==> config.mk <==
export PLATFORM = sky130hd
export DESIGN_NAME = shape_draw_sched_flat
export DESIGN_NICKNAME = d
export VERILOG_FILES = /design/src/rtl/shape_draw_sched_pkg.sv /design/src/rtl/shape_draw_sched_if.sv /design/src/rtl/shape_draw_sched_frame_pacer.sv /design/src/rtl/shape_draw_sched.sv /design/src/flat_wrapper.sv
export SDC_FILE = /design/constraint.sdc
export NUM_CORES = 1
export LEC_CHECK = 0
export ABC_CLOCK_PERIOD_IN_PS = 2800
export BUFFER_PORTS_ARGS = -buffer_cell sky130_fd_sc_hd__buf_2
export CORE_ASPECT_RATIO = 1.4
export CORE_MARGIN = 2
export CORE_UTILIZATION = 50
export DETAILED_ROUTE_END_ITERATION = 10
export PLACE_DENSITY = 0.83
export SLEW_MARGIN = 25
export SYNTH_ARGS = -nofsm -noshare
export SYNTH_HDL_FRONTEND = slang
export SYNTH_HIERARCHICAL = 1
export SYNTH_SLANG_ARGS = --single-unit
==> constraint.sdc <==
create_clock -name clk -period 2.8 [get_ports clk]
set_input_delay 0.14 -clock clk [delete_from_list [all_inputs] [get_ports clk]]
set_output_delay 0.14 -clock clk [all_outputs]
set_load 0.02 [all_outputs]
==> src/rtl/shape_draw_sched_pkg.sv <==
// shape_pkg: descriptor layout, FSM states and widths shared by the shape draw scheduler.
package shape_pkg;
  localparam int CORDW = 16;
  localparam int CIDXW = 4;
  localparam int DESCW = 6 * CORDW + CIDXW;
  typedef struct packed {
    logic [CIDXW-1:0] cidx;
    logic signed [CORDW-1:0] x0;
    logic signed [CORDW-1:0] y0;
    logic signed [CORDW-1:0] x1;
    logic signed [CORDW-1:0] y1;
    logic signed [CORDW-1:0] x2;
    logic signed [CORDW-1:0] y2;
  } shape_desc_t;
  typedef enum logic [2:0] {IDLE, FETCH, LATCH, DRAW, DONE} state_t;
endpackage

==> src/rtl/shape_draw_sched_if.sv <==
// shape_draw_sched_if: shape ROM read port plus triangle draw engine control.
interface shape_draw_sched_if #(
  parameter int CORDW = 16,
  parameter int CIDXW = 4,
  parameter int ADDRW = 4
);
  logic [ADDRW-1:0] rom_addr;
  logic [6*CORDW+CIDXW-1:0] rom_data;
  logic signed [CORDW-1:0] x0, y0, x1, y1, x2, y2;
  logic [CIDXW-1:0] cidx;
  logic draw_start;
  logic draw_oe;
  logic draw_done;
  modport master (
    output rom_addr, x0, y0, x1, y1, x2, y2, cidx, draw_start, draw_oe,
    input  rom_data, draw_done
  );
  modport slave (
    input  rom_addr, x0, y0, x1, y1, x2, y2, cidx, draw_start, draw_oe,
    output rom_data, draw_done
  );
endinterface

==> src/rtl/shape_draw_sched_frame_pacer.sv <==
// frame_pacer: counts frames after a run starts and gates the draw engine output enable.
module frame_pacer #(
  parameter int DRAW_WAIT = 300,
  parameter int PACED = 1
) (
  input  logic clk,
  input  logic rst_n,
  input  logic enable,
  input  logic clear,
  input  logic frame,
  output logic oe
);
  localparam int CW = DRAW_WAIT > 0 ? $clog2(DRAW_WAIT + 1) : 1;
  localparam logic [CW-1:0] WAIT = CW'(DRAW_WAIT);
  logic [CW-1:0] cnt;
  logic oe_q;
  logic ready;
  assign ready = cnt == WAIT;
  always_ff @(posedge clk or negedge rst_n)
    if (!rst_n) begin
      cnt <= '0;
      oe_q <= 1'b0;
    end else if (clear) begin
      cnt <= '0;
      oe_q <= 1'b0;
    end else begin
      if (enable && frame && !ready) cnt <= cnt + 1'b1;
      oe_q <= enable && ready && (PACED == 0 || frame);
    end
  // the register lags busy by a cycle, so gate it to drop oe as soon as the sequence ends
  assign oe = oe_q && enable;
endmodule

==> src/rtl/shape_draw_sched.sv <==
// shape_draw_sched: walks the shape ROM table, loading and starting the draw engine once per entry.
module shape_draw_sched
  import shape_pkg::*;
#(
  parameter int CORDW = shape_pkg::CORDW,
  parameter int CIDXW = shape_pkg::CIDXW,
  parameter int SHAPE_CNT = 3,
  parameter int ADDRW = 4,
  parameter int DRAW_WAIT = 300,
  parameter int PACED = 1
) (
  input  logic clk,
  input  logic rst_n,
  input  logic run,
  input  logic frame,
  shape_draw_sched_if.master bus,
  output logic busy,
  output logic done
);
  localparam logic [ADDRW-1:0] LAST = ADDRW'(SHAPE_CNT - 1);
  state_t state;
  logic [ADDRW-1:0] idx;
  logic pending;
  logic accept;
  logic oe;
  logic [DESCW-1:0] raw;
  shape_desc_t desc;
  assign raw = bus.rom_data;
  assign desc = shape_desc_t'(raw);
  assign accept = state == IDLE && frame && (pending || run);
  assign bus.draw_oe = oe;
  frame_pacer #(.DRAW_WAIT(DRAW_WAIT), .PACED(PACED)) u_pacer (
    .clk(clk), .rst_n(rst_n), .enable(busy), .clear(accept), .frame(frame), .oe(oe)
  );
  // rom_addr moves with idx so the synchronous ROM has its data ready by LATCH
  always_ff @(posedge clk or negedge rst_n)
    if (!rst_n) begin
      state <= IDLE;
      idx <= '0;
      pending <= 1'b0;
      busy <= 1'b0;
      done <= 1'b0;
      bus.rom_addr <= '0;
      bus.draw_start <= 1'b0;
      bus.cidx <= '0;
      bus.x0 <= '0;
      bus.y0 <= '0;
      bus.x1 <= '0;
      bus.y1 <= '0;
      bus.x2 <= '0;
      bus.y2 <= '0;
    end else begin
      bus.draw_start <= 1'b0;
      done <= 1'b0;
      case (state)
        IDLE:
          if (accept) begin
            state <= FETCH;
            idx <= '0;
            bus.rom_addr <= '0;
            busy <= 1'b1;
            pending <= 1'b0;
          end else if (run) pending <= 1'b1;
        FETCH: begin
          bus.rom_addr <= idx;
          state <= LATCH;
        end
        LATCH: begin
          bus.cidx <= desc.cidx;
          bus.x0 <= desc.x0;
          bus.y0 <= desc.y0;
          bus.x1 <= desc.x1;
          bus.y1 <= desc.y1;
          bus.x2 <= desc.x2;
          bus.y2 <= desc.y2;
          bus.draw_start <= 1'b1;
          state <= DRAW;
        end
        DRAW:
          if (bus.draw_done) begin
            if (idx == LAST) state <= DONE;
            else begin
              idx <= idx + 1'b1;
              bus.rom_addr <= idx + 1'b1;
              state <= FETCH;
            end
          end
        DONE: begin
          done <= 1'b1;
          busy <= 1'b0;
          state <= IDLE;
        end
        default: state <= IDLE;
      endcase
    end
endmodule

==> src/flat_wrapper.sv <==
// flat-port wrapper written by rule: the top's interface ports become plain ports
module shape_draw_sched_flat import shape_pkg::*;
#(
  parameter int CORDW = shape_pkg::CORDW,
  parameter int CIDXW = shape_pkg::CIDXW,
  parameter int SHAPE_CNT = 3,
  parameter int ADDRW = 4,
  parameter int DRAW_WAIT = 300,
  parameter int PACED = 1
)
  (clk, rst_n, run, frame, busy, done, bus_rom_addr, bus_x0, bus_y0, bus_x1, bus_y1, bus_x2, bus_y2, bus_cidx, bus_draw_start, bus_draw_oe, bus_rom_data, bus_draw_done);
  shape_draw_sched_if #(.CORDW(CORDW), .CIDXW(CIDXW), .ADDRW(ADDRW)) bus_i ();
  input  logic clk;
  input  logic rst_n;
  input  logic run;
  input  logic frame;
  output logic busy;
  output logic done;
  output wire logic [$bits(bus_i.rom_addr)-1:0] bus_rom_addr;
  output wire logic [$bits(bus_i.x0)-1:0] bus_x0;
  output wire logic [$bits(bus_i.y0)-1:0] bus_y0;
  output wire logic [$bits(bus_i.x1)-1:0] bus_x1;
  output wire logic [$bits(bus_i.y1)-1:0] bus_y1;
  output wire logic [$bits(bus_i.x2)-1:0] bus_x2;
  output wire logic [$bits(bus_i.y2)-1:0] bus_y2;
  output wire logic [$bits(bus_i.cidx)-1:0] bus_cidx;
  output wire logic [$bits(bus_i.draw_start)-1:0] bus_draw_start;
  output wire logic [$bits(bus_i.draw_oe)-1:0] bus_draw_oe;
  input wire logic [$bits(bus_i.rom_data)-1:0] bus_rom_data;
  input wire logic [$bits(bus_i.draw_done)-1:0] bus_draw_done;
  assign bus_rom_addr = bus_i.rom_addr;
  assign bus_x0 = bus_i.x0;
  assign bus_y0 = bus_i.y0;
  assign bus_x1 = bus_i.x1;
  assign bus_y1 = bus_i.y1;
  assign bus_x2 = bus_i.x2;
  assign bus_y2 = bus_i.y2;
  assign bus_cidx = bus_i.cidx;
  assign bus_draw_start = bus_i.draw_start;
  assign bus_draw_oe = bus_i.draw_oe;
  assign bus_i.rom_data = bus_rom_data;
  assign bus_i.draw_done = bus_draw_done;
  shape_draw_sched #(.CORDW(CORDW), .CIDXW(CIDXW), .SHAPE_CNT(SHAPE_CNT), .ADDRW(ADDRW), .DRAW_WAIT(DRAW_WAIT), .PACED(PACED)) u_core (.clk(clk), .rst_n(rst_n), .run(run), .frame(frame), .bus(bus_i), .busy(busy), .done(done));
endmodule
==> flow_metrics.tcl, run 1 <==
set metrics [dict create \
    hold_violations 0 \
    synth_top_area_cell "dfrtp_1" \
    syn_area_um2 5030 \
    synth.area.top_cells "dfrtp_1 (62%), mux2_1 (21%), mux2_2 (2.9%), buf_4 (1.5%), a21oi_1 (0.99%)" \
    p_leak_nw 3.72 \
    clock_skew_ns 0.00681 \
    finalCritPeriodShare_pct 72.7 \
    drc_errors 0 \
    ys_seq_elements 125 \
    ys_seq_area_share_pct 62.2 \
    cts_sinks 125 \
    postCtsHoldBufs 102 \
    max-slew-margin-rel_pct 50.2 \
    worstMarginPinSlew_ns 0.747 \
    drt-pass1-iter-count 4 \
    cp_max_fo 39 \
    min-delay-path-class "in -> reg" \
    vias_per_cell 5.05 \
    ys_warn_count 6 \
    io_buffers 212 \
    synth_top_flop_cell "dfrtp_1" \
    slew_violations 0 \
    grt_use_total_pct 26.3 \
    num-fill-cells 553 \
    postSynth.asyncResetShare_pct 100 \
    final_antenna_net_count 0 \
    r2r-end "u_core/bus.x1[6]$_DFFE_PN0P_" \
    grt_pass1_vias 4513 \
    min_path_cells 3 \
    reg2reg_from "u_core/state[1]$_DFFE_PN0P_" \
    clk_pin_slew_ns 0.05 \
    num_vias 4100 \
    status "complete, no violations" \
    diodes 0 \
    r2r_setup_slack_ns 0.76 \
    area_delta_synth_final_pct 55.1 \
    min_to "u_core/state[2]$_DFFE_PN0P_" \
    gp_congestion 0.735 \
    root_buffer "clkbuf_16" \
    wl_per_cell_um 17.1 \
    numCtsBuffers 17 \
    cp.arrival_ns 2.30 \
    fmax_mhz 491 \
    yosysMostFrequentCell "dfrtp_1" \
    antenna_found_initial 0 \
    synth_top_area_share_pct 62.2 \
    start_util_pct 51.1 \
    synth.distinct_cells 42 \
    cts.path.max_buffers 2 \
    hold_start "bus_draw_done" \
    cts_tree "yes" \
    grt_overflow 0 \
    syn-num-nets 454 \
    core_region_area_um2 9850 \
    crit_path_end_kind "flip-flop" \
    grt_setup_unrepaired "no" \
    startpoint_type "flip-flop" \
    avgSynthCellArea_um2 14.6 \
    min_period_ns 2.04 \
    required_ns 3.07 \
    core.rowCount 43 \
    power_density_nw_per_um2 1160 \
    netlist_top_cells_count "dfrtp_1 (125), mux2_1 (92), mux2_2 (13), nor2_1 (13)" \
    dp_hpwl_mm 8.15 \
    cts_max_level 4 \
    fin_total_pwr_mw 9.09 \
    fin_nets 774 \
    synthCells 345 \
    setup_violations 0 \
    synth-edff-count 0 \
    first_iter_violations 108 \
    postCtsSetupBuffers 0 \
    worstSetupPathType "reg -> reg" \
    peakVddDrop_uv 770 \
    die_x_um 88.8 \
    dieArea_um2 10900 \
    r2r_cells 4 \
    clk_latency_ns 0.40 \
    hold_slack_ns 0.0551 \
    setup_tns_ns 0 \
    maxCapViolCount 0 \
    cts_resized 0 \
    die_h_um 123 \
    ios 213 \
    drive_gt1_share_pct 39.3 \
    routed_wl_mm 13.9 \
    grt_pass1_wl_mm 21.7 \
    grt_max_degree 68 \
]
-- final cells by class --
| class | instances | area (um^2) | share of cell area, % |
|---|---|---|---|
| Multi-Input combinational cell | 198 | 1780 | 22.8 |
| Clock buffer | 23 | 478 | 6.12 |
| Tap cell | 135 | 169 | 2.16 |
| Timing Repair Buffer | 318 | 2140 | 27.4 |
| Clock inverter | 8 | 90.1 | 1.15 |
| Inverter | 5 | 18.8 | 0.240 |
| Sequential cell | 125 | 3130 | 40.1 |
-- layout by cell type (no fill, tap or decap), drive strengths merged, types with 7 or more instances in the layout --
cell	instances
buf	216
a21oi	10
mux2	105
clkbuf	23
nor2	13
nand3	7
dlygate4sd3	102
dfrtp	125
nand2	8
-- power breakdown --
group          leakage, nW  switching [mW]  internal [mW]
Clock                0.286           0.729           1.37
Combinational         1.95            2.19           1.55
Sequential            1.49           0.556           2.70
Total                 3.72            3.48           5.61
-- critical path, stage by stage, from the launching register on --
cell	delay [ns]
dfrtp_1	0.61
inv_2	0.10
nor3_2	0.29
buf_4	0.50
mux2_1	0.40
-- worst max path at each step --
stage / startpoint / to / slack [ns] / depth (start not counted)
after detailed placement: u_core/state[1]$_DFFE_PN0P_ / u_core/bus.x2[2]$_DFFE_PN0P_ / 0.76 / 4
after CTS: u_core/state[1]$_DFFE_PN0P_ / u_core/bus.x2[2]$_DFFE_PN0P_ / 0.75 / 4
after global placement: u_core/state[1]$_DFFE_PN0P_ / u_core/bus.x1[8]$_DFFE_PN0P_ / 0.83 / 4
final: u_core/state[1]$_DFFE_PN0P_ / u_core/bus.x1[6]$_DFFE_PN0P_ / 0.76 / 4
after global routing: u_core/state[1]$_DFFE_PN0P_ / u_core/bus.x1[6]$_DFFE_PN0P_ / 0.59 / 4
after floorplan: u_core/idx[0]$_DFFE_PN0P_ / u_core/bus.rom_addr[1]$_DFFE_PN0P_ / 1.10 / 6
-- sequential cells by signal, indices dropped and copies added, names as in the netlist --
signal and cells:
u_core/u_pacer/cnt 9, u_core/bus.rom_addr 4, u_core/busy 1, u_core/bus.x1 16, u_core/pending 1, u_core/bus.x0 16, u_core/done 1, u_core/bus.draw_start 1
u_core/bus.y2 16, u_core/bus.x2 16, u_core/bus.y1 16, u_core/u_pacer/oe_q 1, u_core/bus.y0 16, u_core/bus.cidx 4, u_core/state 3, u_core/idx 4
-- cells by family after synthesis --
group                    after synthesis  share of synthesized area (%)
flip-flops                           125                           62.2
AND/OR/NAND/NOR                       56                           6.27
buffers and inverters                 22                           2.51
XOR/XNOR                               3                          0.522
AO/OA/AOI/OAI                         28                           3.65
multiplexers                         107                           23.9
adder cells (fa/ha/maj)                4                          0.995
-- stage by stage --
step / setup WS (ns) / instances / cell area [um^2] / util [%]
floorplan: 1.10 / 345 / 5030 / -
global placement: 0.827 / 679 / 6220 / 63.1
detailed placement: 0.763 / 679 / 6220 / 63.1
CTS: 0.750 / 812 / 7810 / 79.3
global route: 0.587 / 812 / 7810 / 79.3
finish: 0.764 / 812 / 7810 / 79.3
-- routing by layer --
| layer | global-route usage, % | vias to the layer above | routed length (um) |
|---|---|---|---|
| met3 | 7.20 | 38 | 823 |
| met2 | 48.1 | 171 | 7700 |
| met1 | 27.7 | 2020 | 4960 |
| met5 | 0 | - | 0 |
| met4 | 10.8 | 0 | 368 |
| li1 | - | 1871 | - |
Power figures use the tool's default switching activity.
==> run 2: changes to the inputs <==
--- a/config.mk
+++ b/config.mk
@@ -5,13 +5,13 @@
 export SDC_FILE = /design/constraint.sdc
 export NUM_CORES = 1
 export LEC_CHECK = 0
-export ABC_CLOCK_PERIOD_IN_PS = 2800
+export ABC_CLOCK_PERIOD_IN_PS = 1810
 export BUFFER_PORTS_ARGS = -buffer_cell sky130_fd_sc_hd__buf_2
 export CORE_ASPECT_RATIO = 1.4
 export CORE_MARGIN = 2
-export CORE_UTILIZATION = 50
+export CORE_UTILIZATION = 43
 export DETAILED_ROUTE_END_ITERATION = 10
-export PLACE_DENSITY = 0.83
+export PLACE_DENSITY = 0.76
 export SLEW_MARGIN = 25
 export SYNTH_ARGS = -nofsm -noshare
 export SYNTH_HDL_FRONTEND = slang
==> constraint.sdc (replaced) <==
create_clock -name clk -period 1.81 [get_ports clk]
set_input_delay 0.0905 -clock clk [delete_from_list [all_inputs] [get_ports clk]]
set_output_delay 0.0905 -clock clk [all_outputs]
set_load 0.02 [all_outputs]
==> run 2 against run 1 <==
  * Clock-buffer cell count decreased by 3
  * Design area increased by 2.5%
  * Maximum frequency increased by 17%
  * Sequential cell count unchanged
  * Die area increased by 16%
  * Largest cell class unchanged
==> flow_metrics.tcl, run 2 (same netlist as run 1, synthesis figures left out) <==
set metrics [dict create \
    status "complete, no violations" \
    cp.arrival_ns 2.03 \
    min_period_ns 1.74 \
    die_x_um 95.4 \
    cts_max_level 4 \
    root_buffer "clkbuf_16" \
    finalCritPeriodShare_pct 96.0 \
    grt_pass1_vias 4706 \
    grt_max_degree 60 \
    clock_skew_ns 0.0105 \
    switching_share_pct 37.5 \
    routed_wl_mm 14.0 \
    ios 213 \
    vias_per_cell 4.97 \
    max-slew-margin-rel_pct 72.8 \
    min-delay-path-class "in -> async" \
    crit_path_end_kind "flip-flop" \
    cp_max_fo 4 \
    drc_errors 0 \
    hold_violations 0 \
    switching_power_mw 5.43 \
    cts_sinks 125 \
    first_iter_violations 102 \
    required_ns 2.10 \
    grt_setup_unrepaired "no" \
    final_common_cell "buf_2" \
    start_util_pct 44.2 \
    setup_violations 0 \
    die_h_um 132 \
    maxCapViolCount 0 \
    clk_pin_slew_ns 0.05 \
    dieArea_um2 12600 \
    gp_congestion 0.850 \
    core.rowCount 46 \
    power_frac_seq_pct 34.1 \
    slew_violations 0 \
    wl_per_cell_um 16.7 \
    final_antenna_net_count 0 \
    antenna_found_initial 1 \
    cts_tree "yes" \
    design_area_um2 8010 \
    peakVddDrop_uv 1080 \
    crit_chain "inv_1 -> ha_1 -> and4bb_2 -> a41oi_1 -> mux2_2" \
    cpPeakStageDelay_ns 0.39 \
    grt_pass1_wl_mm 22.3 \
    fmax_mhz 575 \
    critPathSlowestCell "dfrtp_1" \
    fin_nets 787 \
    clkPwrFrac_pct 24.1 \
    r2r-end "u_core/u_pacer/cnt[0]$_DFFE_PN0P_" \
    numCtsBuffers 17 \
    num_vias 4152 \
    area_delta_synth_final_pct 59.1 \
    power_density_nw_per_um2 1810 \
    place_area_um2 6340 \
    final_cell_mix "buf_2 (211), dfrtp_1 (124), dlygate4sd3_1 (104), mux2_1 (92), clkbuf_16 (17)" \
    p_leak_nw 3.81 \
    pwr-share-comb_pct 41.8 \
    place_ws_ns 0.0785 \
    r2r_cells 5 \
    core_region_area_um2 11400 \
    cts.path.max_buffers 2 \
    startpoint_type "flip-flop" \
    clk_latency_ns 0.40 \
    worstSetupPathType "reg -> reg" \
    io_buffers 212 \
    drive_gt1_share_pct 40.8 \
    fin_total_pwr_mw 14.5 \
    worstMarginPinSlew_ns 0.403 \
    grt_use_total_pct 22.9 \
    grt_overflow 0 \
    setup_tns_ns 0 \
    postCtsSetupBuffers 0 \
    dp_hpwl_mm 8.66 \
    internal_power_mw 9.06 \
    reg2reg_from "u_core/u_pacer/cnt[0]$_DFFE_PN0P_" \
    drt-pass1-iter-count 4 \
    r2r_setup_slack_ns 0.07 \
    post-route-worst-setup-slack_ns 0.0719 \
]
## run 2: changes by cell type in the layout (fill, tap and decap cells not counted), sizes merged
| cell | before | now |
|---|---|---|
| diode | 0 | 1 |
| clkinvlp | 0 | 2 |
| bufinv | 2 | 4 |
| clkbuf | 23 | 20 |
| dlygate4sd3 | 102 | 104 |
| buf | 216 | 227 |
## run 2: worst max-delay path by stage
stage	from	endpoint	slack (ns)	cells after the start
2_1_floorplan	u_core/idx[0]$_DFFE_PN0P_	u_core/bus.rom_addr[1]$_DFFE_PN0P_	0.11	6
3_3_place_gp	u_core/idx[0]$_DFFE_PN0P_	u_core/bus.rom_addr[2]$_DFFE_PN0P_	0.12	6
3_5_place_dp	u_core/idx[0]$_DFFE_PN0P_	u_core/bus.rom_addr[3]$_DFFE_PN0P_	0.08	6
4_1_cts	u_core/idx[1]$_DFFE_PN0P_	u_core/bus.rom_addr[1]$_DFFE_PN0P_	0.05	5
5_1_grt	u_core/u_pacer/cnt[0]$_DFFE_PN0P_	u_core/u_pacer/cnt[0]$_DFFE_PN0P_	0.01	5
6_report	u_core/u_pacer/cnt[0]$_DFFE_PN0P_	u_core/u_pacer/cnt[0]$_DFFE_PN0P_	0.07	5
## run 2: final cells by class
cell class                 instances  area (um^2)
tap                              144          180
fill                             733         3390
sequential                       125         3130
multi-input combinational        198         1790
clock buffer                      20          447
antenna                            1         2.50
inverter                           5         18.8
timing repair buffer             331         2270
clock inverter                    12          169
## run 2: power groups by stage
stage / Sequential (mW) / Clock [mW] / Combinational [mW]
after global routing: 5.10 / 3.69 / 6.51
after global placement: 4.84 / 0 / 5.60
after floorplan: 6.38 / 0 / 2.24
after CTS: 4.90 / 3.58 / 6.02
after detailed placement: 4.94 / 0 / 5.78
final: 4.94 / 3.50 / 6.06
## run 2: through the flow
step | utilization (%) | hold WS (ns) | std cells
after detailed placement | 55.6 | 0.0301 | 699
final | 70.2 | 0.210 | 836
after CTS | 70.1 | 0.145 | 835
after floorplan | - | -0.205 | 345
after global placement | 55.6 | 0.0265 | 699
after global routing | 70.2 | 0.226 | 836
## run 2: layer usage
metal  track usage (%)  share of wire [%]
met5                 0                  0
met4              14.0                4.9
met3              6.40                6.8
met2              41.9                 55
met1              21.7                 34
## run 2: worst max-delay path, delay by kind of cell, from the launching register on
kind / cells / cell delay, ns
AND/OR/NAND/NOR: 1 / 0.26
AO/OA/AOI/OAI: 1 / 0.31
adder cells (fa/ha/maj): 1 / 0.20
multiplexers: 1 / 0.37
buffers and inverters: 1 / 0.08
flip-flops: 1 / 0.39
## run 2: repair_timing
action,4_1_cts,5_1_grt
hold buffers,104,0
gates resized for setup,0,4
endpoints found under the setup margin,0,3
hold endpoints to repair,206,0
